## src/rtl/huffman_packer.sv

```systemverilog
// ============================================================================
// Module   : huffman_packer
// Purpose  : Packs variable-length Huffman codes, MSB first, into a byte stream.
// Revision : 1.0 - initial release
// ============================================================================
`default_nettype none

module huffman_packer (
   input  logic        clk,
   input  logic        reset,
   input  logic        code_valid,
   input  logic [7:0]  HC1,
   input  logic [7:0]  HC2,
   input  logic [7:0]  HC3,
   input  logic [7:0]  HC4,
   input  logic [7:0]  HC5,
   input  logic [7:0]  HC6,
   input  logic [7:0]  M1,
   input  logic [7:0]  M2,
   input  logic [7:0]  M3,
   input  logic [7:0]  M4,
   input  logic [7:0]  M5,
   input  logic [7:0]  M6,
   input  logic        sym_valid,
   input  logic [7:0]  sym_data,
   input  logic        sym_last,
   output logic        sym_ready,
   output logic        out_valid,
   output logic [7:0]  out_data,
   output logic        out_last,
   input  logic        out_ready,
   output logic        err,
   output logic [15:0] bytes_out
);

   typedef enum logic [1:0] {
      S_WAIT_TBL = 2'd0,
      S_RUN      = 2'd1,
      S_FLUSH    = 2'd2
   } state_t;

   state_t      r_state;
   state_t      w_state_nxt;

   logic [7:0]  r_hc [0:5];
   logic [7:0]  r_m  [0:5];
   logic [15:0] r_acc;
   logic [4:0]  r_cnt;
   logic        r_out_valid;
   logic [7:0]  r_out_data;
   logic        r_out_last;
   logic        r_err;
   logic [15:0] r_bytes_out;

   logic [7:0]  w_sel_hc;
   logic [7:0]  w_sel_m;
   logic        w_sym_ok;
   logic [3:0]  w_len;
   logic        w_bad;
   logic [4:0]  w_shamt;
   logic [15:0] w_ins;
   logic        w_accept;
   logic        w_slot_free;
   logic        w_out_hs;
   logic        w_emit_byte;
   logic        w_emit_last;
   logic        w_tbl_load;

   always_comb begin
      w_sel_hc = 8'h00;
      w_sel_m  = 8'h00;
      w_sym_ok = 1'b1;
      case (sym_data)
         8'd1:    begin w_sel_hc = r_hc[0]; w_sel_m = r_m[0]; end
         8'd2:    begin w_sel_hc = r_hc[1]; w_sel_m = r_m[1]; end
         8'd3:    begin w_sel_hc = r_hc[2]; w_sel_m = r_m[2]; end
         8'd4:    begin w_sel_hc = r_hc[3]; w_sel_m = r_m[3]; end
         8'd5:    begin w_sel_hc = r_hc[4]; w_sel_m = r_m[4]; end
         8'd6:    begin w_sel_hc = r_hc[5]; w_sel_m = r_m[5]; end
         default: w_sym_ok = 1'b0;
      endcase
   end

   always_comb begin
      w_len = 4'd0;
      for (int i = 0; i < 8; i++) begin
         w_len = w_len + {3'b000, w_sel_m[i]};
      end
   end

   // New code lands directly below the r_cnt bits already held at the top.
   assign w_bad       = !w_sym_ok || (w_sel_m == 8'h00);
   assign w_shamt     = 5'd16 - r_cnt - {1'b0, w_len};
   assign w_ins       = {8'h00, w_sel_hc & w_sel_m} << w_shamt;
   assign w_accept    = sym_valid && sym_ready;
   assign w_slot_free = !r_out_valid || out_ready;
   assign w_out_hs    = r_out_valid && out_ready;
   assign w_tbl_load  = code_valid && (r_state != S_FLUSH);

   assign w_emit_byte = w_slot_free &&
                        (((r_state == S_RUN) && (r_cnt >= 5'd8)) ||
                         ((r_state == S_FLUSH) && (r_cnt > 5'd8)));
   // A pending final byte must not be re-emitted while it waits for a handshake.
   assign w_emit_last = w_slot_free && (r_state == S_FLUSH) && (r_cnt <= 5'd8) &&
                        !(r_out_valid && r_out_last);

   always_ff @(posedge clk) begin
      if (reset) r_state <= S_WAIT_TBL;
      else       r_state <= w_state_nxt;
   end

   always_comb begin
      w_state_nxt = r_state;
      sym_ready   = 1'b0;
      case (r_state)
         S_WAIT_TBL: begin
            if (code_valid) w_state_nxt = S_RUN;
         end
         S_RUN: begin
            sym_ready = (r_cnt <= 5'd7);
            if (sym_valid && (r_cnt <= 5'd7) && sym_last) w_state_nxt = S_FLUSH;
         end
         S_FLUSH: begin
            if (w_out_hs && r_out_last) w_state_nxt = S_WAIT_TBL;
         end
         default: w_state_nxt = S_WAIT_TBL;
      endcase
   end

   always_ff @(posedge clk) begin
      if (reset) begin
         for (int i = 0; i < 6; i++) begin
            r_hc[i] <= 8'h00;
            r_m[i]  <= 8'h00;
         end
         r_acc       <= 16'h0000;
         r_cnt       <= 5'd0;
         r_out_valid <= 1'b0;
         r_out_data  <= 8'h00;
         r_out_last  <= 1'b0;
         r_err       <= 1'b0;
         r_bytes_out <= 16'h0000;
      end else begin
         if (w_tbl_load) begin
            r_hc[0] <= HC1; r_hc[1] <= HC2; r_hc[2] <= HC3;
            r_hc[3] <= HC4; r_hc[4] <= HC5; r_hc[5] <= HC6;
            r_m[0]  <= M1;  r_m[1]  <= M2;  r_m[2]  <= M3;
            r_m[3]  <= M4;  r_m[4]  <= M5;  r_m[5]  <= M6;
         end

         if ((r_state == S_WAIT_TBL) && code_valid) r_bytes_out <= 16'h0000;
         else if (w_out_hs)                         r_bytes_out <= r_bytes_out + 16'd1;

         if ((r_state == S_WAIT_TBL) && code_valid) r_err <= 1'b0;
         else if (w_accept && w_bad)                r_err <= 1'b1;

         if (w_accept && !w_bad) begin
            r_acc <= r_acc | w_ins;
            r_cnt <= r_cnt + {1'b0, w_len};
         end else if (w_emit_byte) begin
            r_acc <= {r_acc[7:0], 8'h00};
            r_cnt <= r_cnt - 5'd8;
         end else if (w_emit_last) begin
            r_acc <= 16'h0000;
            r_cnt <= 5'd0;
         end

         if (w_emit_byte || w_emit_last) begin
            r_out_data  <= r_acc[15:8];
            r_out_valid <= 1'b1;
            r_out_last  <= w_emit_last;
         end else if (w_out_hs) begin
            r_out_valid <= 1'b0;
            r_out_last  <= 1'b0;
         end
      end
   end

   assign out_valid = r_out_valid;
   assign out_data  = r_out_data;
   assign out_last  = r_out_last;
   assign err       = r_err;
   assign bytes_out = r_bytes_out;

endmodule

`default_nettype wire
```

## config.mk

```make
export PLATFORM = sky130hd
export DESIGN_NAME = huffman_packer
export DESIGN_NICKNAME = d
export VERILOG_FILES = /design/src/rtl/huffman_packer.sv
export SDC_FILE = /design/constraint.sdc
export NUM_CORES = 1
export LEC_CHECK = 0
export ABC_AREA = 0
export BUFFER_PORTS_ARGS = -buffer_cell sky130_fd_sc_hd__buf_2
export CAP_MARGIN = 20
export CORE_MARGIN = 4
export CORE_UTILIZATION = 61
export CTS_CLUSTER_DIAMETER = 120
export DETAILED_ROUTE_END_ITERATION = 6
export PLACE_DENSITY = 0.95
export SETUP_SLACK_MARGIN = 0.4
export SLEW_MARGIN = 10
export SYNTH_ARGS = -nofsm -noshare
export SYNTH_HDL_FRONTEND = slang
export SYNTH_SLANG_ARGS = --single-unit
```

## constraint.sdc

```tcl
create_clock -name clk -period 18.8 [get_ports clk]
set_clock_uncertainty 0.1 [all_clocks]
set_input_delay 0.94 -clock clk [delete_from_list [all_inputs] [get_ports clk]]
set_output_delay 0.94 -clock clk [all_outputs]
set_load 0.005 [all_outputs]
```

## Yosys cells after proc, flatten, opt, wreduce, memory -nomap -nowiden

Memory sizes are Yosys's and may differ from the RTL's.
Index checks and enable logic that the tools add are counted.
Widths: inputs -> output; s select.

- Register bits: 50
- RAM bits: 96
- Output and inout bits: 28
- Memories kept: 2
- Logic and storage cells: 118
- Input bits: 110

Memory list:

| name | words | width | read ports | clocked after Yosys merged registers in | write ports | RTL line | source |
|---|---|---|---|---|---|---|---|
| r_hc | 6 | 8 | 6 | 0 | 6 | 45 | `logic [7:0] r_hc [0:5];` |
| r_m | 6 | 8 | 6 | 0 | 6 | 46 | `logic [7:0] r_m [0:5];` |

- Shifts and indexed selects: 1
- Magnitude comparators: 4
- Add/sub/neg operators: 12
- Mux-type cells: 34
- Bitwise operators: 14
- Equality and inequality tests: 12
- Reduce and logical (&&, ||, !) cells: 31

Operators by type and width:

| operator | count |
|---|---|
| $mux 8 | 12 |
| $pmux 8 s6 | 2 |
| $mux 16 | 3 |
| $eq 8x3->1 const B | 3 |
| $add 16x1->16 const B | 1 |
| $add 4x1->4 | 4 |
| $eq 8x2->1 const B | 2 |
| $logic_and 1x1->1 | 16 |
| $or 16x16->16 | 1 |
| $shl 8x5->16 | 1 |
| $mux 5 | 3 |
| $or 1x1->1 | 12 |
| $mux 1 | 10 |
| $and 8x8->8 | 1 |
| $eq 8x1->1 const B | 1 |
| $logic_not 8->1 | 1 |
| $mux 2 | 3 |
| $pmux 2 s3 | 1 |
| $reduce_or 6->1 | 1 |
| $add 5x4->5 | 1 |
| $ge 5x4->1 const B | 1 |
| $gt 5x4->1 const B | 1 |
| $le 5x3->1 const B | 1 |
| $le 5x4->1 const B | 1 |
| other kinds (17) | 25 |

## Depth between registers and ports, before layout

Gate-level depths: netlist (run 1).

- Depth after elaboration: 13
- Depth in mapped cells: 25
- Gate-level depth less buffers: 20

## Worst setup path before layout (run 1)

Ideal clock, no wire load.

- Path type: input -> register
- Start point: input sym_data[2]
- End point: register r_acc[10]
- Setup time: 130 ps
- Data required time: 18570 ps
- Arrival: 6678 ps
- Cell stages on the path: 23
- Buffers on the path: 5
- Slack: 11892 ps
- Cells stage by stage: buf_6 -> buf_12 -> buf_8 -> buf_8 -> mux2i_1 -> mux4_2 -> or2_2 -> fa_1 -> fa_1 -> fa_1 -> inv_1 -> ha_1 -> fa_1 -> xor2_1 -> inv_1 -> ha_1 -> fa_1 -> clkbuf_1 -> clkinv_1 -> nand4_1 -> o221ai_1 -> a22oi_1 -> o22ai_1

- Cells in the longest elaborated chain, start to end: 13
- Elaborated cells between the ends (all ways): 28
- Those cells by class: add/sub: 8; eq/ne: 6; shift: 1; mux: 4; bitwise: 2; reduce/logical: 7

RTL lines:

| element | RTL line | source |
|---|---|---|
| from (decl) | 25 | `input logic [7:0] sym_data,` |
| $eq 8x3->1 (tied with other cells) | 73 | `case (sym_data)` |
| $pmux 8 s6 | 73 |  |
| $add 1x1->2 | 87 | `w_len = w_len + {3'b000, w_sel_m[i]};` |
| $add 2x1->3 | 87 |  |
| $add 3x1->4 | 87 |  |
| $add 4x1->4 (4 in a row) | 87 |  |
| $sub 5x4->5 | 93 | `assign w_shamt = 5'd16 - r_cnt - {1'b0, w_len};` |
| $shl 8x5->16 | 94 | `assign w_ins = {8'h00, w_sel_hc & w_sel_m} << w_shamt;` |
| $or 16x16->16 | 158 | `r_acc <= r_acc \| w_ins;` |
| $mux 16 | 157 | `if (w_accept && !w_bad) begin` |
| to (signal assigned) | 158 |  |
| to (signal assigned) | 161 | `r_acc <= {r_acc[7:0], 8'h00};` |
| to (decl) | 47 | `logic [15:0] r_acc;` |

Several ways; a longest one is shown, not always the timed one.
A chain may end at the register's enable or synchronous reset.

## Final worst setup path (run 1)

- Start point: input sym_data[5]
- End point: register r_acc[9]

Same word-level chain as after synthesis.

==> reports/qor.csv, run 1 <==
stage;metric;value;unit
global_routing;GRT Total Usage;24.4;%
floorplan;DIE AREA;0.0148;mm^2
hold_path;worst hold path type;reg2reg;
global_routing;vias in the first global route;5905;
cells_and_area;Post-Layout Inst Area;0.00912;mm^2
setup_path;Crit path largest cell delay;850;ps
global_routing;first-pass GRT wire length;28200;um
synthesis;cell area after synthesis;0.00786;mm^2
global_routing;GRT Residual Overflow;0;
synthesis;Yosys reg bits;146;
synthesis;cell taking the most area after synthesis;edfxtp_1;
synthesis;Post-synth EDFFs;96;
sta;Max Slew Vio Count;0;
floorplan;chip width;122;um
setup_path;Worst Path Arrival;7560;ps
cells_and_area;Final Core Density;72.2;%
route;antenna viol nets, final;0;
route;routed vias/inst;5.90;
cells_and_area;Area Growth Syn to Fin;16.0;%
clocking;# Post-CTS Setup Buffers;0;
clocking;CTS H-tree depth;4;
power;Reg power frac;48.3;%
sta;Final Hold Viols;0;
setup_path;crit path kind;in2reg;
route;Post-route DRC;0;
power;total power;0.758;mW
route;Initial DRT Pass Iterations;6;
setup_path;CP endpoint kind;flip-flop;
sta;fmax;135;MHz
synthesis;mean post-synth cell area;10.9;um^2
synthesis;Yosys warnings;0;
route;WL/cell;17.4;um
sta;Worst-Margin Slew;891;ps
synthesis;main flop type after synthesis;edfxtp_1;
clocking;CTS buffer count;17;
global_routing;pin count of the biggest net entering global routing;97;
sta;Worst Hold Margin;358;ps
cells_and_area;fraction of layout cells with a size suffix above 1;24.2;%
power;internal power;0.584;mW
placed_design;final RePlAce weighted congestion;0.951;
setup_path;crit-path cells;buf_2 > nor4_1 > nand2b_1 > a211oi_2 > inv_1 > fa_1 > fa_1 > fa_1 > inv_1 > ha_1 > fa_1 > xor2_1 > inv_1 > ha_1 > fa_1 > clkinv_1 > nand2_1 > o22ai_1 > o211ai_1 > a211oi_1;
floorplan;Die Y;122;um
power;Pleak;3.71;nW
global_routing;initial antenna violation count;0;
clocking;clk slew on worst S/H paths;60;ps
clocking;clk sink count;146;
clocking;Resized Gates After CTS;0;
sta;Final min period;7390;ps
power;Comb pwr share;9.5;%
route;WL met3;1370;um
setup_path;CP dominant cell by count;fa_1;
clocking;CTS tree;built;
cells_and_area;ANT cells;0;
synthesis;Area contributors post-synth;edfxtp_1 37%, dfxtp_1 13%, and2_1 8.0%;
power;switch share;23.0;%
sta;setup_tns;0;ps
sta;Setup-failing EPs final;0;
cells_and_area;fin nets;973;
clocking;Hold-fix buffers, CTS;0;
synthesis;Synth cell types;72;
floorplan;Initial Utilization;62.3;%
status;status;complete, no violations;
power;power per cell area;83.2;mW/mm^2
route;met2 WL;8530;um
synthesis;Post-Syn Instances;720;
power;total net switching power;0.174;mW
sta;RSZ-0062 raised after global routing;false;
power;power share of the clock group;42.2;%
route;vias post-DR;6039;
synthesis;Syn Nets;854;
route;DRT Wirelength;17800;um
placed_design;DPL Wire Length;12500;um
power;Peak VDD IR;0.0694;mV
setup_path;Req. time, crit path;18970;ps
clocking;Clock Latency Late Sink;420;ps
route;Iter 0 DRT Violations;551;
setup_path;Worst Path Max Fanout;16;
route;M1 wire length;7320;um
synthesis;area share of the largest cell type after synthesis;36.7;%
setup_path;Buf/Inv on CP;5;
sta;period utilization;39.3;%
sta;Slew HR;40.6;%
job;max-cap viol count;0;
clocking;Root Buffer;clkbuf_16;
clocking;Bufs on Longest Clock Path;2;
floorplan;cell row count;41;
setup_path;Setup crit start kind;input pin;
placed_design;placed cell areas;0.00855;mm^2
setup_path;crit path max-delay cell type;fa_1;
floorplan;Core Region;0.0126;mm^2
synthesis;asr flop ratio synth;0;%
placed_design;IO buf count;137;
route;Max Used Layer;met4;
synthesis;register area share after synthesis;49.4;%
floorplan;Ports;138;
setup_path;critical path's top delay family;adder cells;
[cell families after synthesis]
| group | count (synthesis) | synth area share (%) |
|---|---|---|
| adders and majority gates | 24 | 4.49 |
| buffers and inverters | 63 | 4.25 |
| DFF | 146 | 49.4 |
| muxes | 45 | 7.02 |
| AOI/OAI and AO/OA | 131 | 12.1 |
| xor gates and xnor gates | 21 | 2.34 |
| and+or+nand+nor | 290 | 20.3 |
[worst register-to-register path: cells and delay by family (launching register included)]
family,cells,cell delay (ps)
mux,1,80
buf+inv,4,680
compound gates,5,1160
xor+xnor,1,290
fa+ha+maj,7,3310
flops,1,370
simple gates,1,200
[routing by layer]
| layer | vias up | GRT usage (%) |
|---|---|---|
| met2 | 298 | 39.3 |
| li1 | 2876 | - |
| met4 | 0 | 11.8 |
| met5 | - | 0 |
| met1 | 2816 | 31.1 |
| met3 | 49 | 6.06 |
[registers in the layout (all words and copies together) (netlist names), 2 cells and up]
| register | count |
|---|---|
| bytes_out | 16 |
| out_data | 8 |
| r_acc | 16 |
| r_cnt | 5 |
| r_hc | 48 |
| r_m | 48 |
| r_state | 2 |
[power groups by stage]
| stage | registers [mW] | clock network, mW | logic, mW |
|---|---|---|---|
| detailed placement | 0.372 | 0 | 0.0708 |
| CTS | 0.366 | 0.323 | 0.0716 |
| finish | 0.366 | 0.320 | 0.0722 |
| global placement | 0.371 | 0 | 0.0691 |
| floorplan | 0.371 | 0 | 0.0495 |
| global route | 0.367 | 0.336 | 0.0788 |
[per-stage QoR]
| step | cells | setup slack (ps) |
|---|---|---|
| 6_report | 1024 | 11410 |
| 3_5_place_dp | 992 | 11170 |
| 5_1_grt | 1024 | 11000 |
| 3_3_place_gp | 992 | 11350 |
| 2_1_floorplan | 720 | 11890 |
| 4_1_cts | 1024 | 11570 |
[cell usage after synthesis, drive strengths merged, types with 11 or more instances]
cell type	count
a211oi	11
a21oi	23
a22oi	13
a31oi	13
a32oi	11
and2	100
buf	16
clkbuf	24
dfxtp	50
edfxtp	96
ha	17
inv	21
mux2	11
mux2i	27
nand2	43
nand2b	13
nand3	26
nor2	49
o21ai	13
xor2	15
[cells in the final DEF, fill, tap and decap left out, types with 21 or more instances in the layout]
cell type / Yosys / final
nand3_1: 26 / 26
edfxtp_1: 96 / 96
mux2i_1: 27 / 27
dfxtp_1: 50 / 50
inv_1: 21 / 21
buf_2: 4 / 137
a21oi_1: 22 / 22
nand2_1: 43 / 42
nor2_1: 47 / 46
and2_1: 100 / 100
[area by class of cell]
cell class	instances	area, um^2
fill	852	3500
timing repair buffer	140	708
sequential	146	3880
tap	172	215
clock buffer	24	485
multi-input combinational	511	3660
inverter	23	86.3
clock inverter	8	81.3
[final timing paths]
path                            cells past startpoint  slack [ps]         from        to
worst max-delay path                               20       11410  sym_data[5]  r_acc[9]
worst min register to register                      2         360     r_acc[6]  r_acc[6]
worst min-delay path                                2         360     r_acc[6]  r_acc[6]
worst max register to register                     19       12450    r_m[0][1]  r_acc[9]
Power figures use the tool's default switching activity.
==> inputs of run 2 (changes only) <==
--- a/config.mk
+++ b/config.mk
@@ -9,10 +9,10 @@
 export BUFFER_PORTS_ARGS = -buffer_cell sky130_fd_sc_hd__buf_2
 export CAP_MARGIN = 20
 export CORE_MARGIN = 4
-export CORE_UTILIZATION = 61
+export CORE_UTILIZATION = 57
 export CTS_CLUSTER_DIAMETER = 120
 export DETAILED_ROUTE_END_ITERATION = 6
-export PLACE_DENSITY = 0.95
+export PLACE_DENSITY = 0.9
 export SETUP_SLACK_MARGIN = 0.4
 export SLEW_MARGIN = 10
 export SYNTH_ARGS = -nofsm -noshare
==> constraint.sdc (replaced) <==
create_clock -name clk -period 7.4 [get_ports clk]
set_clock_uncertainty 0.1 [all_clocks]
set_input_delay 0.37 -clock clk [delete_from_list [all_inputs] [get_ports clk]]
set_output_delay 0.37 -clock clk [all_outputs]
set_load 0.005 [all_outputs]
==> run 2 against run 1 <==
Compared with the run above:
- worst setup slack worse by 11000 ps
- critical path type unchanged
- sequential cell count unchanged
- first-iteration DRC count down 9.6%
- critical path depth unchanged
- sequential share of layout area down 0.60 points
- clock power rose to 2.8 times the previous value
- sequential power rose to 2.5 times the previous value
==> reports/qor.csv, run 2 (synthesis results as in run 1) <==
stage;metric;value;unit
status;status;complete, no violations;
floorplan;Initial Utilization;58.9;%
power;Peak VDD IR;0.281;mV
cells_and_area;register area;0.00388;mm^2
hold_path;end of the worst hold path;r_m[4][4];
sta;worst setup margin;882;ps
route;WL/cell;17.8;um
route;DRT Wirelength;18400;um
floorplan;Ports;138;
setup_path;CP endpoint kind;flip-flop;
cells_and_area;commonest non-fill, non-tap cell in the layout;buf_2;
power;power share of the clock group;44.9;%
sta;period utilization;88.1;%
hold_path;worst hold path type;in2reg;
global_routing;initial antenna violation count;0;
placed_design;pre-CTS WS;593;ps
power;Pleak;3.77;nW
global_routing;GRT Residual Overflow;0;
clocking;Resized Gates After CTS;0;
setup_path;Setup crit start kind;input pin;
cells_and_area;most frequent cells in the layout;137 x buf_2, 100 x and2_1, 96 x edfxtp_1;
setup_path;crit path kind;in2reg;
clocking;Clock Latency Late Sink;430;ps
placed_design;final RePlAce weighted congestion;0.919;
power;power per cell area;219;mW/mm^2
power;total net switching power;0.467;mW
clocking;# Post-CTS Setup Buffers;0;
sta;Worst-Margin Slew;737;ps
clocking;Bufs on Longest Clock Path;2;
clocking;clk slew on worst S/H paths;60;ps
placed_design;DPL Wire Length;12800;um
route;Post-route DRC;0;
cells_and_area;Area Growth Syn to Fin;17.7;%
floorplan;cell row count;42;
job;max-cap viol count;0;
global_routing;GRT Total Usage;23.5;%
setup_path;Worst R2R Setup Slack;1090;ps
sta;Worst Hold Margin;116;ps
sta;RSZ-0062 raised after global routing;false;
route;Initial DRT Pass Iterations;5;
sta;Final Hold Viols;0;
power;Comb pwr share;9.2;%
clocking;Hold-fix buffers, CTS;0;
global_routing;vias in the first global route;6017;
setup_path;Worst R2R Path Depth;19;
floorplan;chip width;125;um
route;antenna viol nets, final;0;
cells_and_area;biggest registers after layout;r_hc (48), r_m (48);
global_routing;pin count of the biggest net entering global routing;97;
power;internal power;1.56;mW
power;Reg power frac;45.9;%
setup_path;Worst Path Max Fanout;30;
placed_design;IO buf count;137;
floorplan;Die Y;125;um
cells_and_area;fraction of layout cells with a size suffix above 1;24.9;%
route;routed vias/inst;5.83;
clocking;CTS buffer count;17;
sta;Final min period;6520;ps
sta;Slew HR;49.6;%
hold_path;hold path start;M5[4];
setup_path;Worst Path Arrival;6680;ps
sta;fmax;153;MHz
floorplan;Core Region;0.0133;mm^2
route;vias post-DR;6021;
sta;Max Slew Vio Count;0;
cells_and_area;multi-input logic area;0.00366;mm^2
clocking;clk sink count;146;
cells_and_area;fillcell total;976;
clocking;CTS tree;built;
sta;Setup-failing EPs final;0;
cells_and_area;fin nets;979;
route;Iter 0 DRT Violations;498;
setup_path;Worst R2R End;r_acc[9];
setup_path;Req. time, crit path;7570;ps
floorplan;DIE AREA;0.0157;mm^2
hold_path;hold path cells;2;
global_routing;first-pass GRT wire length;30000;um
power;switch share;23.0;%
cells_and_area;ANT cells;0;
setup_path;R2R Path Start;r_m[1][1];
clocking;Root Buffer;clkbuf_16;
clocking;CTS H-tree depth;4;
sta;setup_tns;0;ps
[run 2: cell count changes in the layout (fill, tap and decap cells not counted), sizes merged]
cell	previous run	this run
clkbuf	24	17
buf	140	146
inv	21	26
bufinv	1	4
clkinv	7	4
clkinvlp	2	3
[run 2: worst max-delay path, cell delays in order]
cell      delay [ps]
buf_2            450
nor2b_1          270
a221oi_1         120
a211oi_2         580
inv_1            170
fa_1             560
fa_1             430
fa_1             490
inv_1             40
ha_1             190
fa_1             380
xor2_1           300
inv_1             90
ha_1             380
fa_1             860
clkinv_1         390
nand2_1          190
o22ai_1           90
o211ai_1         210
a211oi_1         110
[run 2: layer usage]
layer	vias to the layer above	global-route usage, %	wire length (um)
li1	2895	-	-
met1	2838	30.1	7760
met3	35	5.03	1220
met2	253	38.9	9050
met4	0	9.44	395
met5	-	0	0
[run 2: worst max path at each step]
| stage | start | end | slack (ps) | depth (start not counted) |
|---|---|---|---|---|
| floorplan | sym_data[2] | r_acc[10] | 1060 | 23 |
| global placement | sym_data[2] | r_acc[10] | 810 | 20 |
| detailed placement | sym_data[2] | r_acc[9] | 590 | 20 |
| CTS | sym_data[2] | r_acc[9] | 1000 | 20 |
| global route | sym_data[2] | r_acc[9] | 420 | 20 |
| finish | sym_data[2] | r_acc[9] | 880 | 20 |
[run 2: through the flow]
| step | power (mW) | cells | cell area [um^2] | utilization (%) |
|---|---|---|---|---|
| after global placement | 1.12 | 1001 | 8590 | 64.4 |
| after global routing | 2.09 | 1033 | 9250 | 69.3 |
| after floorplan | 1.07 | 720 | 7860 | - |
| after detailed placement | 1.13 | 1001 | 8590 | 64.4 |
| final | 2.03 | 1033 | 9250 | 69.3 |
| after CTS | 2.03 | 1032 | 9220 | 69.1 |
[run 2: final cells by class]
cell class                      count  share of cell area, %
Timing Repair Buffer              146                   8.36
Sequential cell                   146                   42.0
Inverter                           23                  0.934
Multi-Input combinational cell    511                   39.5
Tap cell                          176                   2.38
Clock inverter                     14                   2.18
Clock buffer                       17                   4.60
[run 2: power groups by stage]
| stage | Combinational (mW) | Clock, mW | Sequential (mW) |
|---|---|---|---|
| global route | 0.204 | 0.956 | 0.933 |
| floorplan | 0.126 | 0 | 0.943 |
| detailed placement | 0.181 | 0 | 0.947 |
| finish | 0.186 | 0.910 | 0.930 |
| global placement | 0.177 | 0 | 0.944 |
| CTS | 0.183 | 0.920 | 0.930 |
